--- config.mk ---
export PLATFORM = sky130hd
export DESIGN_NAME = multiplier_seq_board
export DESIGN_NICKNAME = d
export VERILOG_FILES = /design/src/rtl/mult_seq_pkg.sv /design/src/rtl/mult_seq_datapath.sv /design/src/rtl/multiplier_seq_board.sv
export SDC_FILE = /design/constraint.sdc
export NUM_CORES = 1
export LEC_CHECK = 0
export BUFFER_PORTS_ARGS = -buffer_cell sky130_fd_sc_hd__buf_2
export CAP_MARGIN = 30
export CELL_PAD_IN_SITES_DETAIL_PLACEMENT = 0
export CELL_PAD_IN_SITES_GLOBAL_PLACEMENT = 1
export CORE_UTILIZATION = 49
export DETAILED_ROUTE_END_ITERATION = 8
export PLACE_DENSITY_LB_ADDON = 0.1
export SETUP_SLACK_MARGIN = 0.15
export SYNTH_ARGS = -nofsm -noshare
export SYNTH_HDL_FRONTEND = slang
export SYNTH_SLANG_ARGS = --single-unit
--- constraint.sdc ---
create_clock -name clk -period 8.5 [get_ports clk]
set_input_delay 0.425 -clock clk [delete_from_list [all_inputs] [get_ports clk]]
set_output_delay 0.425 -clock clk [all_outputs]
set_load 0.01 [all_outputs]
--- src/rtl/mult_seq_pkg.sv ---
// Shared definitions for the sequential multiplier and its divider companion.
// Contents:
//   state_t     FSM encoding (ST_IDLE, ST_CALC, ST_DONE); the divider uses the same values
//   W_DEFAULT   default operand width
//   cnt_width() bit-counter width, chosen so that 2**cnt_width(w) > w
package mult_seq_pkg;

  typedef enum logic [1:0] {
    ST_IDLE = 2'd0,
    ST_CALC = 2'd1,
    ST_DONE = 2'd2
  } state_t;

  localparam int unsigned W_DEFAULT = 16;

  function automatic int unsigned cnt_width(input int unsigned w);
    return $clog2(w + 1);
  endfunction

endpackage

--- src/rtl/mult_seq_datapath.sv ---
// Shift-add datapath for the sequential multiplier.
// Holds the shifted multiplicand (a_q), the remaining multiplier bits (b_q), the partial
// product (acc_q) and the step counter (cnt_q). Each step retires one multiplier bit.
// Ports:
//   clk, rst   clock, asynchronous active-low reset
//   load       capture a/b and clear acc/cnt
//   step       perform one add-shift step
//   a, b       operands (W bits)
//   acc_next   partial product including the current step (2*W bits)
//   finish     current step is the final one
// Build option: MULT_EARLY_EXIT_EN also finishes once no set multiplier bits remain.
module mult_seq_datapath #(
  parameter int unsigned W     = 16,
  parameter int unsigned CNT_W = 5
) (
  input  logic           clk,
  input  logic           rst,
  input  logic           load,
  input  logic           step,
  input  logic [W-1:0]   a,
  input  logic [W-1:0]   b,
  output logic [2*W-1:0] acc_next,
  output logic           finish
);

  logic [2*W-1:0] a_q, acc_q;
  logic [W-1:0]   b_q;
  logic [CNT_W-1:0] cnt_q;

  assign acc_next = b_q[0] ? acc_q + a_q : acc_q;

`ifdef MULT_EARLY_EXIT_EN
  // Nothing above bit 0 remains, so this step (or no step when b_q==0) completes the product.
  assign finish = (cnt_q == CNT_W'(W - 1)) || (b_q[W-1:1] == '0);
`else
  assign finish = (cnt_q == CNT_W'(W - 1));
`endif

  always_ff @(posedge clk or negedge rst) begin
    if (!rst) begin
      a_q   <= '0;
      b_q   <= '0;
      acc_q <= '0;
      cnt_q <= '0;
    end else if (load) begin
      a_q   <= {{W{1'b0}}, a};
      b_q   <= b;
      acc_q <= '0;
      cnt_q <= '0;
    end else if (step) begin
      acc_q <= acc_next;
      a_q   <= a_q << 1;
      b_q   <= b_q >> 1;
      cnt_q <= cnt_q + 1'b1;
    end
  end

endmodule

--- src/rtl/multiplier_seq_board.sv ---
// Sequential shift-add unsigned multiplier with start/done handshake.
// Ports:
//   clk    system clock, rising edge
//   rst    asynchronous active-low reset
//   start  request pulse, honoured only in ST_IDLE
//   a, b   multiplicand / multiplier, captured on the accepting edge
//   busy   high in ST_CALC and ST_DONE
//   done   one-cycle completion strobe
//   y      product (2*W bits), held until the next completion
// Build option: MULT_EARLY_EXIT_EN ends the calculation once no multiplier bits remain.
module multiplier_seq_board
  import mult_seq_pkg::*;
#(
  parameter int unsigned W     = W_DEFAULT,
  parameter int unsigned CNT_W = cnt_width(W)
) (
  input  logic           clk,
  input  logic           rst,
  input  logic           start,
  input  logic [W-1:0]   a,
  input  logic [W-1:0]   b,
  output logic           busy,
  output logic           done,
  output logic [2*W-1:0] y
);

  state_t state_q, state_d;
  logic [2*W-1:0] y_q, y_d;
  logic [2*W-1:0] acc_next;
  logic           load, step, finish;

  mult_seq_datapath #(
    .W     (W),
    .CNT_W (CNT_W)
  ) u_datapath (
    .clk      (clk),
    .rst      (rst),
    .load     (load),
    .step     (step),
    .a        (a),
    .b        (b),
    .acc_next (acc_next),
    .finish   (finish)
  );

  always_comb begin
    state_d = state_q;
    y_d     = y_q;
    load    = 1'b0;
    step    = 1'b0;
    unique case (state_q)
      ST_IDLE: begin
        if (start) begin
          load    = 1'b1;
          state_d = ST_CALC;
        end
      end
      ST_CALC: begin
        step = 1'b1;
        if (finish) begin
          y_d     = acc_next;
          state_d = ST_DONE;
        end
      end
      ST_DONE: state_d = ST_IDLE;
      default: state_d = ST_IDLE;
    endcase
  end

  always_ff @(posedge clk or negedge rst) begin
    if (!rst) begin
      state_q <= ST_IDLE;
      y_q     <= '0;
    end else begin
      state_q <= state_d;
      y_q     <= y_d;
    end
  end

  // Decoded from state so reset clears both strobes immediately.
  assign busy = (state_q != ST_IDLE);
  assign done = (state_q == ST_DONE);
  assign y    = y_q;

endmodule

=== Word-level counts from Yosys, hierarchy flattened ===
Cells that the tools add are included.

* Bits in registers: 119
* Input bits: 35

* $add $sub $neg: 2
* Reduce and logical (&&, ||, !) cells: 5
* Eq/ne operators: 5
* Multiplexer cells: 15

{| class="wikitable"
|+ Operator list
! cell !! number
|-
| 2-to-1 mux 32 bit || 5
|-
| adder 32 bit || 1
|-
| 2-to-1 mux 16 bit || 2
|-
| 2-to-1 mux 5 bit || 2
|-
| adder 5 x 1 -> 5 bit, second input constant || 1
|-
| == test 5 x 4 -> 1 bit, second input constant || 1
|-
| 2-to-1 mux 2 bit || 2
|-
| != test 2 bit, second input constant || 2
|-
| case mux 2 bit (2 select lines) || 1
|-
| AND reduction 2 bit || 2
|-
| nonzero test 2 bit || 2
|-
| 2-to-1 mux 1 bit || 3
|-
| == test 2 x 1 -> 1 bit, second input constant || 1
|-
| == test 2 bit, second input constant || 1
|-
| logical NOT 2 bit || 1
|}

=== Logic depth before layout (Yosys ltp) ===
Gate-level depths: netlist (run 1).

* Depth in word-level cells: 4
* Depth in mapped cells: 11
* Depth with buffers taken out: 11

=== Cells and area by module ===
A second synthesis (run 1) with hierarchy kept.

* Cell total of the unflattened synthesis: 704
* Area, all modules: 7,161.9 um^2

{| class="wikitable"
|+ By module, submodules not included
! module !! times used !! area an instance (um^2) !! cells each
|-
| mult_seq_datapath || 1 || 5,740.5 || 625
|-
| multiplier_seq_board || 1 || 1,421.4 || 79
|}

=== Least setup slack after synthesis (run 1) ===
OpenSTA, ideal clock, no wires.

* Path type: reg2reg
* Start: reg u_datapath.acc_q[0]
* End: reg y_q[30] (netlist: y[30])
* Data required time: 8.376 ns
* Clock period less this slack: 2.860 ns
* Library setup time: 0.124 ns
* Slack: 5.640 ns
* Arrival time: 2.736 ns
* Cell stages (with the launch flop): 12
* Path through: dfrtp_1 > ha_1 > fa_1 > a21o_1 > a221oi_2 > o21ai_1 > nand2_1 > a21oi_2 > o32ai_1 > o21ai_2 > mux2i_1 > a211o_1

* Longest elaborated chain between the ends: 2

{| class="wikitable"
|+ Ends and longest elaborated chain
! element !! line !! RTL
|-
| start, declared || mult_seq_datapath.sv:26 || <nowiki>logic [2*W-1:0] a_q, acc_q;</nowiki>
|-
| start signal, assigned || mult_seq_datapath.sv:51 || <nowiki>acc_q <= acc_next;</nowiki>
|-
| adder 32 bit || mult_seq_datapath.sv:30 || <nowiki>assign acc_next = b_q[0] ? acc_q + a_q : acc_q;</nowiki>
|-
| 2-to-1 mux 32 bit || mult_seq_datapath.sv:30 ||
|-
| end signal, assigned || multiplier_seq_board.sv:76 || <nowiki>y_q <= y_d;</nowiki>
|-
| end, declared || multiplier_seq_board.sv:28 || <nowiki>logic [2*W-1:0] y_q, y_d;</nowiki>
|}

No other way between the ends.
A chain may end at the register's enable or synchronous reset.

=== Worst setup path after layout (run 1) ===
* Start: reg u_datapath.a_q[0]
* End: reg y_q[30] (netlist: y[30])

* Longest elaborated chain between the ends: 2

{| class="wikitable"
|+ Ends and longest elaborated chain
! element !! line !! RTL
|-
| start, declared || mult_seq_datapath.sv:26 ||
|-
| start signal, assigned || mult_seq_datapath.sv:46 || <nowiki>a_q <= {{W{1'b0}}, a};</nowiki>
|-
| start signal, assigned || mult_seq_datapath.sv:52 || <nowiki>a_q <= a_q << 1;</nowiki>
|-
| adder 32 bit || mult_seq_datapath.sv:30 ||
|-
| 2-to-1 mux 32 bit || mult_seq_datapath.sv:30 ||
|}

No other way between the ends.

==> impl_metrics.toml, run 1 <==
[run_status]
status = "finished with violations"
violations = "design-rule violations"

[worst_setup_path]
path_max_fanout = 4
rr_endpoint = "y[30]$_DFFE_PN0P_"
worstPathArrival_ns = 3.60
r2r_slack_ns = 5.20
endpoint_kind = "flip-flop"
reg2reg_depth = 11
worst-setup-path-type = "reg -> reg"
critPathRequiredTime_ns = 8.80
rr_startpoint = "u_datapath.a_q[0]$_DFFE_PN0P_"
start_kind = "flip-flop"

[global_routing]
grt_first_pass_wirelength_um = 27200
grt_max_degree = 54
grt_pass1_vias = 5364
grt_util_all_layers_pct = 24.8
grt_overflow = 0
antenna_found_initial = 0

[placed_design]
place_ws_ns = 5.25
place.port_buffers = 68
dp_hpwl_um = 11000
gp_congestion = 0.878

[logic_synthesis]
ys_seq_area_share_pct = 45.1
yosysTopAreaCell = "dfrtp_1"
syn_nets = 775
synth_cells = 706
avgSynthCellArea_um2 = 9.36
synth_edf_count = 0
yosysWarningCount = 0
synth_top_area_share_pct = 45.1
synthDistinctLibCells = 60
synth-seq-cells = 119
yosys_most_used_dff = "dfrtp_1"
syn_area_um2 = 6610
netlist_top_cells_area = "dfrtp_1 45%, nand2_1 8.9%, ha_1 6.2%"
ys_async_sr_fraction_pct = 100

[clock_tree]
clock-root-buffer = "clkbuf_16"
insertion_delay_ns = 0.42
cts_tree = "yes"
clk_path_buf_depth = 2
cts.clk_slew.worst_paths_ns = 0.05
numCtsBuffers = 17
cts_sinks = 119
h-tree-depth = 4
cts_resized = 0

[finish]
filler_cell_count = 1224
area_delta_synth_final_pct = 16.7
antennaDiodeCount = 0
layout-drive-gt1-share_pct = 16.4
nNetsFinal = 833
multi_input_area_um2 = 3440
register_area_um2 = 2980
fin_util_pct = 58.5

[sta]
setup_tns_ns = 0
tightest_slew_ns = 0.911
rsz0062_at_grt = "no"
fin_crit_sh_pct = 38.8
final_hold_viol_count = 0
maxSlewHeadroom_pct = 39.3
skew_ns = 0.00942
fin_ws_ns = 5.20
max_freq_mhz = 303
drv_slew = 0
finalSetupViolations = 0
post-route-min-period_ns = 3.30

[floorplan]
core_um2 = 13200
dieArea_um2 = 14000
rows = 42
die_w_um = 118
die_h_um = 118
io_pins = 69
start_util_pct = 50.1

[routing]
vias_per_cell = 5.71
initialDrtViolationCount = 280
routed_wl_um = 16000
first_pass_iters = 8
wl_per_cell_um = 16.8
vias = 5439
drc = 1
ant_nets = 0

[worst_hold_path]
hold_depth = 3
hp-class = "in -> reg"
min_from = "b[15]"
hold_end = "u_datapath.b_q[15]$_DFFE_PN0P_"

[power]
p_leak_uw = 0.00380
finalPower_uw = 3380
ir_drop_v = 0.000195
p_per_area_nw_per_um2 = 438

[flow_run]
max-cap-violations = 0
==> cell usage after synthesis, drive strengths merged, types with 2 or more instances <==
cell,instances
nand2,157
dfrtp,119
o21ai,75
clkbuf,37
ha,33
a22oi,31
a21oi,28
mux2i,27
a22o,25
xnor2,20
a21o,18
nand3,18
nor2,17
inv,15
a211oi,8
o21bai,6
xor2,6
and2,5
and3,5
nor2b,5
a21boi,4
nand4,4
or3,4
buf,3
nor3,3
nor3b,3
o31ai,3
a2bb2oi,2
a31oi,2
o211ai,2
o32ai,2
==> power breakdown <==
group	switching, uW	leakage (uW)	internal [uW]
Combinational	1020	0.00200	705
Clock	248	0.000275	420
Sequential	187	0.00153	797
==> timing repair <==
action | in CTS | in global routing
hold buffers | 1 | 0
setup buffers | 0 | 0
hold endpoints to repair | 36 | 0
==> how the worst max path moves through the flow <==
stage                                          from                 to  slack [ns]  cells after the start
floorplan           u_datapath.acc_q[0]$_DFFE_PN0P_  y[30]$_DFFE_PN0P_        5.64                     11
global placement    u_datapath.acc_q[0]$_DFFE_PN0P_  y[30]$_DFFE_PN0P_        5.27                     11
detailed placement  u_datapath.acc_q[0]$_DFFE_PN0P_  y[30]$_DFFE_PN0P_        5.25                     11
CTS                   u_datapath.a_q[0]$_DFFE_PN0P_  y[30]$_DFFE_PN0P_        5.24                     11
global route        u_datapath.acc_q[0]$_DFFE_PN0P_  y[30]$_DFFE_PN0P_        5.05                     11
finish                u_datapath.a_q[0]$_DFFE_PN0P_  y[30]$_DFFE_PN0P_        5.20                     11
==> cell usage in the layout (no fill, tap or decap), drive strengths merged, types with 2 or more instances in the layout <==
cell	netlist	final
nand2	157	157
dfrtp	119	119
buf	3	78
o21ai	75	75
ha	33	33
a22oi	31	31
a21oi	28	28
mux2i	27	27
a22o	25	25
clkbuf	37	22
xnor2	20	20
nand3	18	18
a21o	18	18
nor2	17	17
inv	15	15
a211oi	8	8
clkinv	0	7
o21bai	6	6
xor2	6	6
and3	5	5
and2	5	5
nor2b	5	5
nand4	4	4
or3	4	4
a21boi	4	4
o31ai	3	3
nor3	3	3
nor3b	3	3
o211ai	2	2
a31oi	2	2
o32ai	2	2
a2bb2oi	2	2
==> per-stage QoR <==
| stage | hold WS, ns | area (um^2) | cells |
|---|---|---|---|
| 6_report | 0.206 | 7710 | 952 |
| 5_1_grt | 0.214 | 7710 | 952 |
| 4_1_cts | 0.193 | 7710 | 952 |
| 3_5_place_dp | 0.418 | 7150 | 920 |
| 3_3_place_gp | 0.418 | 7090 | 917 |
| 2_1_floorplan | 0.129 | 6610 | 706 |
==> registers in the layout, indices dropped and copies added (netlist names) <==
| signal | count |
|---|---|
| u_datapath.acc_q | 32 |
| y | 32 |
| u_datapath.a_q | 32 |
| state_q | 2 |
| u_datapath.b_q | 16 |
| u_datapath.cnt_q | 5 |
==> final cells by class <==
cell class	count	area share (%)
Clock buffer	22	6.15
Clock inverter	9	0.990
Inverter	15	0.730
Multi-Input combinational cell	532	44.6
Sequential cell	119	38.6
Tap cell	176	2.86
Timing Repair Buffer	79	6.04
==> cells by family (layout without fill, tap and decap cells) <==
group,after synthesis,after routing,share of synthesized area (%)
simple gates,228,228,15.0
compound gates,217,217,22.7
flops,119,119,45.1
buf+inv,55,125,3.14
fa+ha+maj,34,34,6.55
mux,27,27,4.09
xor+xnor,26,26,3.45
==> per-layer routing <==
| metal | wire length (um) | vias up | track usage, % |
|---|---|---|---|
| met5 | 0 | - | 0 |
| met4 | 225 | 0 | 8.49 |
| met3 | 768 | 20 | 6.03 |
| met2 | 7390 | 141 | 38.6 |
| met1 | 7620 | 2649 | 33.8 |
| li1 | - | 2629 | - |
==> critical path: stages, from the launching register on <==
cell and delay [ns]:
dfrtp_1 0.41, ha_1 0.22, fa_1 0.41, a21o_1 0.22
a221oi_2 0.37, o21ai_1 0.24, nand2_1 0.20, a21oi_2 0.08
o32ai_1 0.49, o21ai_2 0.13, mux2i_1 0.14, a211o_1 0.26
No activity file was read; power rests on OpenSTA's default activity.
==> run 2, diff against run 1 <==
CORE_UTILIZATION = 41   (was 49)
clock period = 2.9 ns   (was 8.5 ns; I/O delays follow)
==> impl_metrics.toml, run 2 (synthesis results as in run 1) <==
[worst_setup_path]
path_cells = "ha_2, fa_2, a21o_1, a221oi_2, o21ai_2, nand2_2, a21boi_2, o21ai_1, or3b_4, a32o_1"
critPathRequiredTime_ns = 3.20
worstPathArrival_ns = 3.02
worst-path-buf-inv = 0
crit_slowest_cell = "or3b_4"
critical-path-top-delay-family = "compound AO/OA/AOI/OAI gates"
path_max_fanout = 4
endpoint_kind = "flip-flop"
start_kind = "flip-flop"
critPathMaxStageDelay_ns = 0.41
worst-setup-path-type = "reg -> reg"

[sta]
fin_crit_sh_pct = 93.7
skew_ns = 0.0113
rsz0062_at_grt = "yes"
post-route-min-period_ns = 2.72
max_freq_mhz = 368
setup_tns_ns = 0
final_hold_viol_count = 0
tightest_slew_ns = 0.743
hold-worst-slack_ns = 0.228
maxSlewHeadroom_pct = 50.5
finalSetupViolations = 0
drv_slew = 0

[routing]
routed_wl_um = 17300
drc = 1
initialDrtViolationCount = 397
vias = 5668
vias_per_cell = 5.34
ant_nets = 0
wl_per_cell_um = 16.3
first_pass_iters = 7

[finish]
area_delta_synth_final_pct = 31.0
multi_input_area_um2 = 3690
layout-drive-gt1-share_pct = 24.1
antennaDiodeCount = 0
nNetsFinal = 901
layout_common_cells = "154 x nand2_1, 116 x dfrtp_1, 67 x buf_2, 60 x o21ai_0, 47 x buf_4"
mostFrequentLayoutCell = "nand2_1"
register_area_um2 = 2980
filler_cell_count = 1413

[placed_design]
dp_hpwl_um = 11800
gp_congestion = 0.930
place.port_buffers = 68

[power]
clockPowerShare_pct = 20.6
switchingPower_uw = 4630
p_leak_uw = 0.00415
comb_power_share_pct = 52.7
seq_power_share_pct = 26.6
ir_drop_v = 0.000536
p_sw_share_pct = 41.9
internal_power_uw = 6420
p_per_area_nw_per_um2 = 1280

[run_status]
status = "finished with violations"
violations = "design-rule violations"

[floorplan]
dieArea_um2 = 16600
rows = 46
start_util_pct = 41.8
die_w_um = 129
core_um2 = 15800
io_pins = 69
die_h_um = 129

[clock_tree]
cts.clk_slew.worst_paths_ns = 0.06
clock-root-buffer = "clkbuf_16"
h-tree-depth = 4
numCtsBuffers = 17
cts_tree = "yes"
clk_path_buf_depth = 2
cts_sinks = 119
insertion_delay_ns = 0.42

[global_routing]
grt_max_degree = 57
grt_first_pass_wirelength_um = 28500
grt_pass1_vias = 5632
antenna_found_initial = 0
grt_util_all_layers_pct = 22.2
grt_overflow = 0

[flow_run]
max-cap-violations = 0

[worst_hold_path]
hp-class = "in -> reg"
run 2: cell count changes in the layout (fill, tap and decap cells not counted), moves of 5 or more:
cell	change
ha_4	+9
ha_1	-11
buf_4	+39
dlygate4sd3_1	+32
clkinv_2	-5
run 2: area by class of cell:
cell class	instances	area share (%)
Tap cell	216	3.12
Inverter	15	0.650
Timing Repair Buffer	147	11.8
Clock buffer	18	5.07
Sequential cell	119	34.4
Clock inverter	14	2.30
Multi-Input combinational cell	532	42.7
run 2: final timing paths:
path / from / endpoint / slack [ns] / cells after the start
worst max register to register: u_datapath.a_q[0]$_DFFE_PN0P_ / u_datapath.acc_q[24]$_DFFE_PN0P_ / 0.18 / 10
min in group asynchronous: rst / y[13]$_DFFE_PN0P_ / 0.34 / 2
worst max-delay path: u_datapath.a_q[0]$_DFFE_PN0P_ / u_datapath.acc_q[24]$_DFFE_PN0P_ / 0.18 / 10
worst min register to register: y[19]$_DFFE_PN0P_ / y[19]$_DFFE_PN0P_ / 0.47 / 2
max in group asynchronous: rst / u_datapath.a_q[30]$_DFFE_PN0P_ / 1.78 / 3
worst min-delay path: start / state_q[0]$_DFFE_PN0P_ / 0.23 / 3
run 2: what timing repair did:
item                       CTS  global route
hold endpoints to repair    84             0
gates cloned                 0             0
resized for setup           15            32
setup endpoints to repair   15            17
pin swaps                    9            25
setup buffers                2             6
hold buffers                33             0
run 2: stage by stage:
step / instance area (um^2) / utilization, % / instances / power [uW] / worst slack, ns
after floorplan: 6620 / - / 706 / 6580 / 0.191
after global placement: 7380 / 46.6 / 988 / 8170 / 0.0582
after detailed placement: 7380 / 46.6 / 988 / 8270 / 0.0125
after CTS: 8450 / 53.4 / 1055 / 10800 / 0.159
after global routing: 8660 / 54.7 / 1061 / 11900 / 0.0303
final: 8660 / 54.7 / 1061 / 11100 / 0.182
run 2: per-layer routing:
metal,GRT usage (%),routed length [um]
met1,28.9,8270
met2,36.9,8180
met3,4.74,558
met4,7.34,300
met5,0,0
run 2: power groups by stage:
stage	Combinational (uW)	Sequential (uW)	Clock [uW]
after floorplan	3810	2770	0
after global placement	5290	2890	0
after detailed placement	5360	2910	0
after CTS	5550	2910	2320
after global routing	6450	3030	2390
final	5830	2940	2280
run 2: worst min-delay path: cells and delay by family:
family | cells | cell delay (ns)
buffers and inverters | 1 | 0.08
AND/OR/NAND/NOR | 1 | 0.20
AO/OA/AOI/OAI | 1 | 0.16
==> run 3, diff against run 2 <==
CORE_ASPECT_RATIO = 1.1   (was not set)
PLACE_DENSITY = 0.76   (was not set)
PLACE_DENSITY_LB_ADDON = not set   (was 0.1)
==> impl_metrics.toml, run 3 (synthesis results as in run 1) <==
[run_status]
status = "finished clean"

[floorplan]
core_um2 = 15700
die_w_um = 123
dieArea_um2 = 16600
die_h_um = 135
start_util_pct = 42.0
rows = 48
io_pins = 69

[clock_tree]
cts_sinks = 119
numCtsBuffers = 17
clk_path_buf_depth = 2
cts.clk_slew.worst_paths_ns = 0.06
h-tree-depth = 4
insertion_delay_ns = 0.43
cts_tree = "yes"
clock-root-buffer = "clkbuf_16"

[worst_setup_path]
r2r_slack_ns = 0.16
critical-path-top-delay-family = "compound AO/OA/AOI/OAI gates"
worst-setup-path-type = "reg -> reg"
endpoint_kind = "flip-flop"
crit_slowest_cell = "fa_2"
reg2reg_depth = 11
critPathMaxStageDelay_ns = 0.39
path_cells = "ha_2, fa_2, a21o_1, a221oi_4, o21ai_4, nand2_4, a21oi_4, o32ai_4, o21ai_2, mux2i_1, a211o_1"
worst-path-buf-inv = 0
path_max_fanout = 4
cp.depth = 11
worstPathArrival_ns = 3.05
rr_startpoint = "u_datapath.a_q[0]$_DFFE_PN0P_"
critPathRequiredTime_ns = 3.21
rr_endpoint = "y[30]$_DFFE_PN0P_"
start_kind = "flip-flop"

[finish]
filler_cell_count = 1427
antennaDiodeCount = 0
nNetsFinal = 894
mostFrequentLayoutCell = "nand2_1"
layout_common_cells = "153 x nand2_1, 116 x dfrtp_1, 67 x buf_2, 60 x o21ai_0, 38 x buf_4"
layout-drive-gt1-share_pct = 23.5
design_area_um2 = 8610
area_delta_synth_final_pct = 30.2

[sta]
skew_ns = 0.00953
rsz0062_at_grt = "yes"
finalSetupViolations = 0
setup_tns_ns = 0
final_hold_viol_count = 0
tightest_slew_ns = 0.642
maxSlewHeadroom_pct = 57.2
fin_crit_sh_pct = 94.6
drv_slew = 0
max_freq_mhz = 364
post-route-min-period_ns = 2.74

[routing]
vias_per_cell = 5.45
drc = 0
routed_wl_um = 17100
first_pass_iters = 4
ant_nets = 0
initialDrtViolationCount = 282
vias = 5657
wl_per_cell_um = 16.5

[flow_run]
max-cap-violations = 0

[global_routing]
antenna_found_initial = 0
grt_max_degree = 120
grt_overflow = 0
grt_util_all_layers_pct = 21.8
grt_first_pass_wirelength_um = 28000
grt_pass1_vias = 5625

[worst_hold_path]
hold_end = "state_q[0]$_DFFE_PN0P_"
min_from = "start"
hp-class = "in -> reg"
hold_depth = 3

[power]
p_leak_uw = 0.00414
p_per_area_nw_per_um2 = 1270
ir_drop_v = 0.000552

[placed_design]
gp_congestion = 0.891
place.port_buffers = 68
dp_hpwl_um = 11200
placed_area_um2 = 7330
==> run 3: per-stage QoR <==
step           total power (uW)  util (%)  hold WS [ns]  setup WS [ns]  instances
6_report                  11000      54.7         0.165          0.156       1038
5_1_grt                   11800      54.7         0.202         0.0576       1038
4_1_cts                   10700      53.5         0.150          0.157       1032
3_5_place_dp               8180      46.6         0.296         0.0161        964
3_3_place_gp               8020      46.6         0.293         0.0299        964
2_1_floorplan              6580         -        -0.151          0.191        706
==> run 3: worst max path at each step <==
stage	start	end	slack, ns
after floorplan	u_datapath.acc_q[0]$_DFFE_PN0P_	y[30]$_DFFE_PN0P_	0.19
after global placement	u_datapath.acc_q[21]$_DFFE_PN0P_	y[31]$_DFFE_PN0P_	0.03
after detailed placement	u_datapath.acc_q[0]$_DFFE_PN0P_	u_datapath.acc_q[24]$_DFFE_PN0P_	0.02
after CTS	u_datapath.acc_q[0]$_DFFE_PN0P_	u_datapath.acc_q[24]$_DFFE_PN0P_	0.16
after global routing	u_datapath.a_q[0]$_DFFE_PN0P_	y[28]$_DFFE_PN0P_	0.06
final	u_datapath.a_q[0]$_DFFE_PN0P_	y[30]$_DFFE_PN0P_	0.16
==> run 3: where the power goes <==
group          internal, uW  switching (uW)  total (uW)
clock                  1410             816        2220
combinational          2580            3230        5810
sequential             2340             585        2920
==> run 3: per-layer routing <==
layer	wire length, um	global-route usage (%)
met5	0	0
met2	8660	36.7
met4	294	7.56
met1	7580	27.5
met3	539	4.59
==> run 3: final cells by class <==
cell class / instances / area (um^2) / share of cell area [%]
inverter: 15 / 56.3 / 0.654
timing repair buffer: 140 / 991 / 11.5
clock buffer: 19 / 453 / 5.26
sequential: 119 / 2980 / 34.6
clock inverter: 13 / 169 / 1.96
tap: 200 / 250 / 2.91
multi-input combinational: 532 / 3710 / 43.1
==> run 3: timing repair <==
item | in CTS | in global routing
hold buffers | 33 | 0
pin swaps | 6 | 28
endpoints found under the hold margin | 151 | 0
setup buffers | 3 | 6
setup endpoints to repair | 15 | 18
resized for setup | 18 | 28
==> run 3: worst min-delay path: stages <==
cell and delay, ns:
buf_2 0.08, nand2_1 0.18, o21ai_0 0.14
